## config.mk

```make
export PLATFORM = sky130hd
export DESIGN_NAME = vga_sync_gen
export DESIGN_NICKNAME = d
export VERILOG_FILES = /design/src/rtl/vga_sync_gen.sv
export SDC_FILE = /design/constraint.sdc
export NUM_CORES = 1
export LEC_CHECK = 0
export CAP_MARGIN = 5
export CELL_PAD_IN_SITES_DETAIL_PLACEMENT = 1
export CELL_PAD_IN_SITES_GLOBAL_PLACEMENT = 2
export CORE_MARGIN = 1
export CORE_UTILIZATION = 34
export DETAILED_ROUTE_END_ITERATION = 8
export MAX_ROUTING_LAYER = met4
export PLACE_DENSITY_LB_ADDON = 0.1
export SLEW_MARGIN = 40
export SYNTH_ARGS = -nofsm -noshare
export SYNTH_HDL_FRONTEND = slang
export SYNTH_SLANG_ARGS = --single-unit
```

## constraint.sdc

```tcl
create_clock -name clk_50 -period 4.33 [get_ports clk_50]
set_input_delay 0.433 -clock clk_50 [delete_from_list [all_inputs] [get_ports clk_50]]
set_output_delay 0.433 -clock clk_50 [all_outputs]
set_load 0.01 [all_outputs]
```

## src/rtl/vga_sync_gen.sv

```systemverilog
// VGA 640x480@60 timing generator running on clk_50.
// The divider's clk_25 output is treated as data: each rising edge becomes a
// one-cycle pixel tick that advances the horizontal/vertical counters.
// All outputs are registered and derived from the next counter values, so they
// change on the same clk_50 edge as the counters.
// H_TOTAL and V_TOTAL must both be <= 1024 to fit the 10-bit counters.
module vga_sync_gen #(
    parameter int unsigned H_VIS       = 640,
    parameter int unsigned H_FP        = 16,
    parameter int unsigned H_SYNC      = 96,
    parameter int unsigned H_BP        = 48,
    parameter int unsigned V_VIS       = 480,
    parameter int unsigned V_FP        = 10,
    parameter int unsigned V_SYNC      = 2,
    parameter int unsigned V_BP        = 33,
    parameter int unsigned SYNC_ACTIVE = 0
) (
    input  logic       clk_50,
    input  logic       rst,
    input  logic       clk_25,
    output logic       hsync,
    output logic       vsync,
    output logic       video_on,
    output logic [9:0] pixel_x,
    output logic [9:0] pixel_y,
    output logic       pix_valid,
    output logic       frame_start
);

    localparam int unsigned H_TOTAL = H_VIS + H_FP + H_SYNC + H_BP;
    localparam int unsigned V_TOTAL = V_VIS + V_FP + V_SYNC + V_BP;

    localparam logic [9:0] H_MAX    = 10'(H_TOTAL - 1);
    localparam logic [9:0] V_MAX    = 10'(V_TOTAL - 1);
    localparam logic [9:0] H_VIS_L  = 10'(H_VIS);
    localparam logic [9:0] V_VIS_L  = 10'(V_VIS);
    localparam logic [9:0] HS_START = 10'(H_VIS + H_FP);
    localparam logic [9:0] HS_END   = 10'(H_VIS + H_FP + H_SYNC - 1);
    localparam logic [9:0] VS_START = 10'(V_VIS + V_FP);
    localparam logic [9:0] VS_END   = 10'(V_VIS + V_FP + V_SYNC - 1);
    localparam logic       SYNC_ON  = (SYNC_ACTIVE != 0);

    logic       clk_25_q;
    logic       tick;
    logic [9:0] h_q, h_d;
    logic [9:0] v_q, v_d;
    logic       hsync_q, hsync_d;
    logic       vsync_q, vsync_d;
    logic       video_on_q, video_on_d;
    logic       pix_valid_q, pix_valid_d;
    logic       frame_start_q, frame_start_d;

    // Rising-edge detect on clk_25 and next-state of the h/v counters
    always_comb begin
        tick = clk_25 & ~clk_25_q;
        h_d  = h_q;
        v_d  = v_q;
        if (tick) begin
            if (h_q == H_MAX) begin
                h_d = '0;
                v_d = (v_q == V_MAX) ? '0 : v_q + 10'd1;
            end else begin
                h_d = h_q + 10'd1;
            end
        end
    end

    // Output decode from the next counter values so outputs align with counters
    always_comb begin
        hsync_d       = ((h_d >= HS_START) && (h_d <= HS_END)) ? SYNC_ON : ~SYNC_ON;
        vsync_d       = ((v_d >= VS_START) && (v_d <= VS_END)) ? SYNC_ON : ~SYNC_ON;
        video_on_d    = (h_d < H_VIS_L) && (v_d < V_VIS_L);
        pix_valid_d   = tick;
        frame_start_d = tick && (h_d == '0) && (v_d == '0);
    end

    // State registers; reset parks the counters on the last position so the
    // first tick after release lands on (0,0)
    always_ff @(posedge clk_50 or posedge rst) begin
        if (rst) begin
            clk_25_q      <= 1'b0;
            h_q           <= H_MAX;
            v_q           <= V_MAX;
            hsync_q       <= ~SYNC_ON;
            vsync_q       <= ~SYNC_ON;
            video_on_q    <= 1'b0;
            pix_valid_q   <= 1'b0;
            frame_start_q <= 1'b0;
        end else begin
            clk_25_q      <= clk_25;
            h_q           <= h_d;
            v_q           <= v_d;
            hsync_q       <= hsync_d;
            vsync_q       <= vsync_d;
            video_on_q    <= video_on_d;
            pix_valid_q   <= pix_valid_d;
            frame_start_q <= frame_start_d;
        end
    end

    assign hsync       = hsync_q;
    assign vsync       = vsync_q;
    assign video_on    = video_on_q;
    assign pixel_x     = h_q;
    assign pixel_y     = v_q;
    assign pix_valid   = pix_valid_q;
    assign frame_start = frame_start_q;

endmodule

```

==> qor.csv <==
stage;metric;value;unit
outcome;status;complete, no violations;
pwr;leakagePower;0.7108;nW
place;gp_congestion;0.7969;
layout;final_cell_mix;clkdlybuf4s50_1, dfrtp_1, inv_1, dfstp_2, nand3_1;
yosys;ys_seq_elements;26;
grt;first_global_vias;1316;
clock_tree;cts_resized;0;
setup_path;r2r_start;pixel_x[0];
drt;route.vias.total;1254;
yosys;synth.avg_cell_area;9.893;um2
floorplan;fp.coreArea;4086;um2
layout;drive_above_1_share;15.82;%
setup_path;crit_arrival;2.90;ns
clock_tree;clk_pin_slew;0.09;ns
layout;antenna_cells;0;
yosys;yosys_warnings;0;
setup_path;worstSetupPathType;in2reg;
yosys;ys_async_sr_fraction;100.0;%
setup_path;cp_max_fo;14;
pwr;p_per_area;352.0;nW/um2
drt;postRouteAntennaNets;0;
sta;fin_crit_sh;63.68;%
yosys;synth-edff-count;0;
clock_tree;root_buffer;clkbuf_8;
floorplan;row_count;23;
layout;final_common_cell;clkdlybuf4s50_1;
setup_path;cp-start-kind;input pin;
yosys;yosys.area.top_type_share;23.61;%
floorplan;die_h;68.07;um
drt;drc;0;
yosys;syn-cell-area;1484;um2
floorplan;dieArea;4633;um2
setup_path;r2r_slack;1.58;ns
clock_tree;cts_tree;built;
place;io_buffers;27;
hold_path;hp-class;reg2reg;
run;drv_cap;0;
yosys;ys_types;45;
clock_tree;htreeDepth;1;
setup_path;crit_chain;clkdlybuf4s50_1 -> nand2b_1 -> or4_1 -> nor3_4 -> xnor2_1 -> nor4b_2 -> nor3_1;
sta;slew_violations;0;
grt;grt_max_degree;27;
layout;fin_nets;184;
yosys;synth.net_count;156;
grt;grtUsageTotal;19.30;%
clock_tree;hold_buffers;0;
yosys;yosys.area.top_type;dfrtp_1;
setup_path;timing.rr.end;video_on;
setup_path;endpoint_kind;flip-flop;
clock_tree;post_cts_buffers;0;
clock_tree;cts_max_path_buffers;2;
sta;max-slew-margin-rel;60.23;%
hold_path;min_to;pixel_x[1];
drt;dr.pass1.iters;4;
layout;syn_to_final_growth;25.13;%
drt;wirelength;3929;um
sta;hold_viol;0;
floorplan;start_util;36.31;%
clock_tree;insertion_delay;0.27;ns
pwr;finalPower;653.5;uW
sta;totalNegativeSetupSlack;0;ns
sta;setup_violations;0;
hold_path;min_delay_path_depth;2;
setup_path;r2r_cells;7;
drt;drtIter0Drc;64;
floorplan;die_w;68.07;um
grt;grt_overflow;0;
setup_path;cp_data_required_time;4.48;ns
place;dp_hpwl;2906;um
yosys;synth_area_leaders;dfrtp_1, dfstp_2, xnor2_1;
grt;grt_first_pass_wirelength;6437;um
drt;vias_per_cell;5.524;
layout;fillerInstances;483;
sta;rsz0062_at_grt;no;
sta;tightestPinTransition;0.5920;ns
drt;avgRoutedWirePerCell;17.31;um
sta;finalCriticalPeriod;2.758;ns
sta;fin_worst_skew;0.003058;ns
hold_path;hold_start;pixel_x[1];
yosys;synth_sequential_area_ratio;44.86;%
grt;antenna_found_initial;0;
yosys;synthCells;150;
sta;fmax;0.3626;GHz
yosys;ys.flop_type;dfrtp_1;
setup_path;cpMaxStageDelayCell;or4_1;
setup_path;slowest_delay;0.79;ns
clock_tree;numClockSinks;26;
clock_tree;numCtsBuffers;3;
floorplan;ioPinCount;28;
pwr;ir_drop;182.9;uV
[cell usage after synthesis, types with 2 or more instances]
cell and instances:
ha_1 3, a21o_1 2, xnor2_1 9, nor4_2 2, dfstp_2 12, nor2b_1 2, clkbuf_1 4, o21a_1 2
or4_1 3, inv_1 13, nand3_1 10, dfrtp_1 14, nand2_1 9, or3_1 2, xor2_1 3, o21ai_0 7
nand4_1 6, nor3_1 9, nor4_1 2, nor2_1 7, a21oi_1 3, o211ai_1 3
[power breakdown]
| part | internal [mW] | switching (mW) |
|---|---|---|
| combinational | 0.0821 | 0.0756 |
| clock | 0.0813 | 0.0783 |
| sequential | 0.287 | 0.0492 |
| total | 0.450 | 0.203 |
[critical path, delay by kind of cell]
kind	cells	cell delay (ns)
AND/OR/NAND/NOR	5	1.85
XOR/XNOR	1	0.14
buffers and inverters	1	0.48
[how the worst max path moves through the flow]
stage | to | cells past startpoint | startpoint | slack (ns)
after CTS | vsync | 7 | pixel_x[0] | 1.53
after global placement | video_on | 7 | clk_25 | 1.32
after global routing | video_on | 7 | pixel_x[0] | 1.36
final | video_on | 7 | clk_25 | 1.57
after detailed placement | vsync | 7 | clk_25 | 1.25
after floorplan | frame_start | 8 | pixel_x[0] | 1.97
[logic make-up (layout without fill, tap and decap cells)]
group / count (synthesis) / after routing / share of synthesized area (%)
and+or+nand+nor: 64 / 64 / 27.91
muxes: 1 / 1 / 0.7588
buffers and inverters: 18 / 45 / 4.806
xor gates and xnor gates: 12 / 12 / 7.083
AOI/OAI and AO/OA: 26 / 26 / 12.06
DFF: 26 / 26 / 44.86
adders and majority gates: 3 / 3 / 2.530
[per-stage QoR]
| step | instance area (um2) | util (%) | cells | hold WS, ns | worst slack [ns] |
|---|---|---|---|---|---|
| 3_3_place_gp | 1802 | 44.09 | 223 | 0.5211 | 1.323 |
| 5_1_grt | 1857 | 45.44 | 227 | 0.5451 | 1.356 |
| 6_report | 1857 | 45.44 | 227 | 0.5182 | 1.572 |
| 4_1_cts | 1857 | 45.44 | 227 | 0.5216 | 1.534 |
| 2_1_floorplan | 1484 | - | 150 | 0.4641 | 1.970 |
| 3_5_place_dp | 1802 | 44.09 | 223 | 0.5072 | 1.248 |
[layout make-up]
cell class / count / area, um2 / share of cell area, %
multi-input cells: 106 / 747.0 / 40.23
clock buffers: 4 / 55.05 / 2.965
inverters: 13 / 48.80 / 2.628
flip-flops and latches: 26 / 665.6 / 35.85
repair buffers: 28 / 277.8 / 14.96
well taps: 50 / 62.56 / 3.369
[sequential cells by signal, indices dropped and copies added (netlist names)]
signal and flops:
clk_25_q 1, pixel_x 10, pix_valid 1, vsync 1, video_on 1, frame_start 1
pixel_y 10, hsync 1
[routing by layer]
layer	vias up	global-route usage, %	part of all wire [%]
met4	0	3.125	0.48
met3	4	2.500	2.3
li1	596	-	-
met1	631	25.65	48
met2	23	31.74	49
met5	-	-	0
Note: power is estimated with default switching activity, not from simulation.
